`config.mk`:
```
export PLATFORM = sky130hd
export DESIGN_NAME = div_sequencer
export DESIGN_NICKNAME = d
export VERILOG_FILES = /design/src/rtl/div_sequencer.sv
export SDC_FILE = /design/constraint.sdc
export NUM_CORES = 1
export LEC_CHECK = 0
export CAP_MARGIN = 40
export CORE_MARGIN = 10
export CORE_UTILIZATION = 40
export DETAILED_ROUTE_END_ITERATION = 10
export PLACE_DENSITY = 0.74
export SLEW_MARGIN = 40
export SYNTH_ARGS = -nofsm -noshare
export SYNTH_HDL_FRONTEND = slang
export SYNTH_SLANG_ARGS = --single-unit
```
`constraint.sdc`:
```
create_clock -name clk_i -period 2.7 [get_ports clk_i]
set_clock_uncertainty 0.1 [all_clocks]
set_input_delay 0.27 -clock clk_i [delete_from_list [all_inputs] [get_ports clk_i]]
set_output_delay 0.27 -clock clk_i [all_outputs]
set_load 0.02 [all_outputs]
```
`src/rtl/div_sequencer.sv`:
```
// Control stage wrapped around an iterative unsigned divider: it strips operand signs, starts the
// divider, waits for done with a timeout, reapplies signs and holds the result for the consumer.
module div_sequencer #(
    parameter int unsigned N             = 4,
    parameter int unsigned TIMEOUT_SLACK = 2
) (
    input  logic         clk_i,
    input  logic         rst_i,
    input  logic         in_valid_i,
    output logic         in_ready_o,
    input  logic         in_signed_i,
    input  logic [N-1:0] in_dividend_i,
    input  logic [N-1:0] in_divisor_i,
    output logic         div_load_o,
    output logic [N-1:0] div_dividend_o,
    output logic [N-1:0] div_divisor_o,
    input  logic [N-1:0] div_q_i,
    input  logic [N-1:0] div_r_i,
    input  logic         div_done_i,
    output logic         out_valid_o,
    input  logic         out_ready_i,
    output logic [N-1:0] out_quot_o,
    output logic [N-1:0] out_rem_o,
    output logic         out_dz_o,
    output logic         out_ovf_o,
    output logic         out_err_o
);

    localparam int unsigned TimeoutCnt = N + TIMEOUT_SLACK;
    localparam int unsigned TW         = $clog2(TimeoutCnt + 1);

    typedef enum logic [1:0] {StIdle, StLoad, StRun, StOut} state_e;

    state_e         state_q, state_d;
    logic           signed_q, signed_d;
    logic [N-1:0]   dvd_q, dvd_d;
    logic [N-1:0]   dvs_q, dvs_d;
    logic [TW-1:0]  timer_q, timer_d;
    logic [N-1:0]   quot_q, quot_d;
    logic [N-1:0]   rem_q, rem_d;
    logic           dz_q, dz_d;
    logic           ovf_q, ovf_d;
    logic           err_q, err_d;

    logic           neg_quot;
    logic           neg_rem;
    logic           ovf_case;

    // -2^(N-1) negates onto itself, which reads as 2^(N-1) when taken unsigned.
    function automatic logic [N-1:0] magnitude(input logic is_signed, input logic [N-1:0] x);
        return (is_signed && x[N-1]) ? -x : x;
    endfunction

    assign neg_quot = signed_q & (dvd_q[N-1] ^ dvs_q[N-1]);
    assign neg_rem  = signed_q & dvd_q[N-1];
    assign ovf_case = signed_q && (dvd_q == {1'b1, {(N-1){1'b0}}}) && (dvs_q == '1);

    always_comb begin
        state_d  = state_q;
        signed_d = signed_q;
        dvd_d    = dvd_q;
        dvs_d    = dvs_q;
        timer_d  = timer_q;
        quot_d   = quot_q;
        rem_d    = rem_q;
        dz_d     = dz_q;
        ovf_d    = ovf_q;
        err_d    = err_q;
        unique case (state_q)
            StIdle: begin
                if (in_valid_i) begin
                    signed_d = in_signed_i;
                    dvd_d    = in_dividend_i;
                    dvs_d    = in_divisor_i;
                    dz_d     = 1'b0;
                    ovf_d    = 1'b0;
                    err_d    = 1'b0;
                    if (in_divisor_i == '0) begin
                        quot_d  = '1;
                        rem_d   = in_dividend_i;
                        dz_d    = 1'b1;
                        state_d = StOut;
                    end else begin
                        state_d = StLoad;
                    end
                end
            end
            StLoad: begin
                timer_d = '0;
                state_d = StRun;
            end
            StRun: begin
                if (div_done_i) begin
                    quot_d  = neg_quot ? -div_q_i : div_q_i;
                    rem_d   = neg_rem ? -div_r_i : div_r_i;
                    ovf_d   = ovf_case;
                    state_d = StOut;
                end else if (timer_q == TW'(TimeoutCnt)) begin
                    quot_d  = '0;
                    rem_d   = '0;
                    err_d   = 1'b1;
                    state_d = StOut;
                end else begin
                    timer_d = timer_q + TW'(1);
                end
            end
            StOut: begin
                if (out_ready_i) begin
                    state_d = StIdle;
                end
            end
            default: state_d = StIdle;
        endcase
    end

    always_ff @(posedge clk_i or posedge rst_i) begin
        if (rst_i) begin
            state_q  <= StIdle;
            signed_q <= 1'b0;
            dvd_q    <= '0;
            dvs_q    <= '0;
            timer_q  <= '0;
            quot_q   <= '0;
            rem_q    <= '0;
            dz_q     <= 1'b0;
            ovf_q    <= 1'b0;
            err_q    <= 1'b0;
        end else begin
            state_q  <= state_d;
            signed_q <= signed_d;
            dvd_q    <= dvd_d;
            dvs_q    <= dvs_d;
            timer_q  <= timer_d;
            quot_q   <= quot_d;
            rem_q    <= rem_d;
            dz_q     <= dz_d;
            ovf_q    <= ovf_d;
            err_q    <= err_d;
        end
    end

    // Gate with reset so no request is accepted while reset is still held.
    assign in_ready_o     = (state_q == StIdle) && !rst_i;
    assign div_load_o     = (state_q == StLoad);
    assign div_dividend_o = magnitude(signed_q, dvd_q);
    assign div_divisor_o  = magnitude(signed_q, dvs_q);
    assign out_valid_o    = (state_q == StOut);
    assign out_quot_o     = quot_q;
    assign out_rem_o      = rem_q;
    assign out_dz_o       = dz_q;
    assign out_ovf_o      = ovf_q;
    assign out_err_o      = err_q;

endmodule

```
==> metrics <==
outcome complete, no violations; clk_lat worst skew 260 ps; Critical path origin signed_q$_DFFE_PP0P_; initial antenna violation count 0; count of final setup violators 0; DIE WIDTH 82.3 um; 1st-iter DRT viols 66; Resized cells post-CTS 0; final WL 3.79 mm; fmax 0.428 GHz; met3 Resource Use GR between 4 and 5%; Reg2Reg Launch Point state_q[0]$_DFFE_PP0P_; Setup TNS 0 ps; Detailed Routing Iterations Pass 1 4; worst path required time 2330 ps; drt drc 0; fin area 2080 sq um; CP arrival 1970 ps; RSZ-0062 raised after global routing false; # rows 22; Yosys warning count 0; area grow syn2layout 33.7%; placed cells about 250; Clock Tree Buf Depth 2; met1 usage a little over an eighth; VDD IR max 0.000670 V; Post-Syn Area per Cell 9.77 sq um; Syn Inst Count 159; Post-synth ARST share 100%; syn_nets 192; GRT Total Usage 11.2%; CTS Sinks 25; grt ovf 0; Final Non-Filler Cells 250; Min-Delay Path Class primary input to asynchronous set/reset pin; first-pass GRT wire length 6.11 mm; Yosys reg bits 25; fraction of layout cells with a size suffix above 1 11.4%; Setup crit start kind flip-flop; num ports between 40 and 50; largest net degree at the start of global routing 26; TritonCTS clock tree done; Antenna Cells 0; ratio of total power to cell area 1110 nW/um^2; starting density of the core 41.8%; die footprint 6780 sq um; Mapped Area 1550 sq um; top_reg_cell synth dfrtp_1; final worst-path cycle share between 80% and 90%; maximum fanout along the worst path 12; Post-CTS Setup Bufs 0; H-tree levels 1; Layout fillers 337; static leakage 0.894 nW; EDFF count, synth 0; nets@finish about 240; sequential area share after synthesis 40.3%; chip height between 80 and 90 um; minimum clock period between 2000 and 2500 ps; nature of the critical path endpoint output port; CTS clock-pin slew for the worst setup and hold paths 80 ps; post-route ant nets 0; Worst Tran Pin Value 568 ps; Placed Instance Area 2030 sq um; RD Place Congestion roughly 0.77; worst rel slew slack 62.0%; Most Crowded Layer GR met2; CTS buffer count 3; crit path kind flip-flop to output port; core area between 3000 and 4000 sq um; wire per inst 15.1 um; max_cap viols 0; met2 global-route usage 18.9%; Fin. Hold Viols 0; hold-fix buffers at CTS 0; root buf cell clkbuf_8; synth unique cells 38; routed vias 1289; # port buffers 43; HPWL Detailed 3.03 mm; fin. max-slew vios 0; via density per instance 5.16; vias in the first global route 1345
stage by stage:
step	setup WS (ps)	utilization, %	total power, mW	hold WS [ps]
after floorplan	640	-	1.58	197
after global placement	436	54.7	2.09	363
after detailed placement	417	54.7	2.11	370
after CTS	362	55.9	2.34	302
after global routing	236	55.9	2.49	340
final	365	55.9	2.31	291
sequential cells by signal (all words and copies together) (netlist names):
signal,flops
dvd_q,4
dvs_q,4
out_quot_o,4
state_q,2
signed_q,1
out_err_o,1
out_ovf_o,1
out_dz_o,1
out_rem_o,4
timer_q,3
final cells by class:
class / instances / area (sq um) / area share, %
multi-input combinational: 110 / 826 / 39.8
sequential: 25 / 626 / 30.1
timing repair buffer: 47 / 460 / 22.2
inverter: 16 / 60.1 / 2.89
tap: 48 / 60.1 / 2.89
clock buffer: 4 / 45.0 / 2.17
worst max-delay path, cell delays in order, from the launching register on:
cell and delay, ps:
dfrtp_1 580, nand2_1 190, nor2_1 150, xor2_1 160, clkdlybuf4s50_1 620
power breakdown:
part           total, mW  internal, mW  switching (mW)
combinational       1.40         0.685           0.710
sequential         0.695         0.530           0.165
clock              0.216         0.105           0.111
cell families (layout without fill, tap and decap cells):
family,count (synthesis),count (layout),synth area share (%)
xor+xnor,6,6,3.38
compound gates,36,36,16.1
fa+ha+maj,11,11,8.86
mux,16,16,11.4
flops,25,25,40.3
simple gates,41,41,13.4
buf+inv,24,67,6.60
synthesized netlist by cell type (3+ instances only):
cell type | count | area [sq um]
a31oi_1 | 4 | 25.0
a21oi_1 | 8 | 40.0
buf_4 | 3 | 22.5
xor2_1 | 5 | 43.8
dfrtp_1 | 25 | 626
inv_1 | 16 | 60.1
ha_1 | 11 | 138
o21ai_0 | 7 | 35.0
nor2_1 | 9 | 33.8
mux2i_1 | 3 | 30.0
nor3_1 | 4 | 20.0
nand2_1 | 14 | 52.6
clkbuf_1 | 4 | 15.0
mux2_2 | 13 | 146
layout by cell type (no fill, tap or decap), types with 3 or more instances in the layout:
cell type / n
a21oi_1: 8
a31oi_1: 4
buf_4: 4
clkbuf_8: 3
clkdlybuf4s50_1: 43
dfrtp_1: 25
ha_1: 11
inv_1: 16
mux2_2: 13
mux2i_1: 3
nand2_1: 14
nor2_1: 9
nor3_1: 4
o21ai_0: 7
xor2_1: 5
worst paths after layout:
kind | endpoint | slack, ps | depth (start not counted)
setup / recovery | div_dividend_o[2] | 360 | 4
hold / removal | dvs_q[1]$_DFFE_PP0P_ | 290 | 3
setup reg to reg | out_quot_o[1]$_DFFE_PP0P_ | 490 | 5
hold reg to reg | out_dz_o$_DFFE_PP0P_ | 380 | 2
max in group asynchronous | out_quot_o[2]$_DFFE_PP0P_ | 1970 | 3
min in group clk_i | out_dz_o$_DFFE_PP0P_ | 380 | 2
per-layer routing:
metal / vias up / wire, um / share of wire, %
met3: 2 / 283 / 7.5
li1: 646 / - / -
met1: 614 / 1710 / 45
met5: - / 0 / 0
met4: 0 / 13 / 0.34
met2: 27 / 1770 / 47
(Power assumes the default switching activity.)
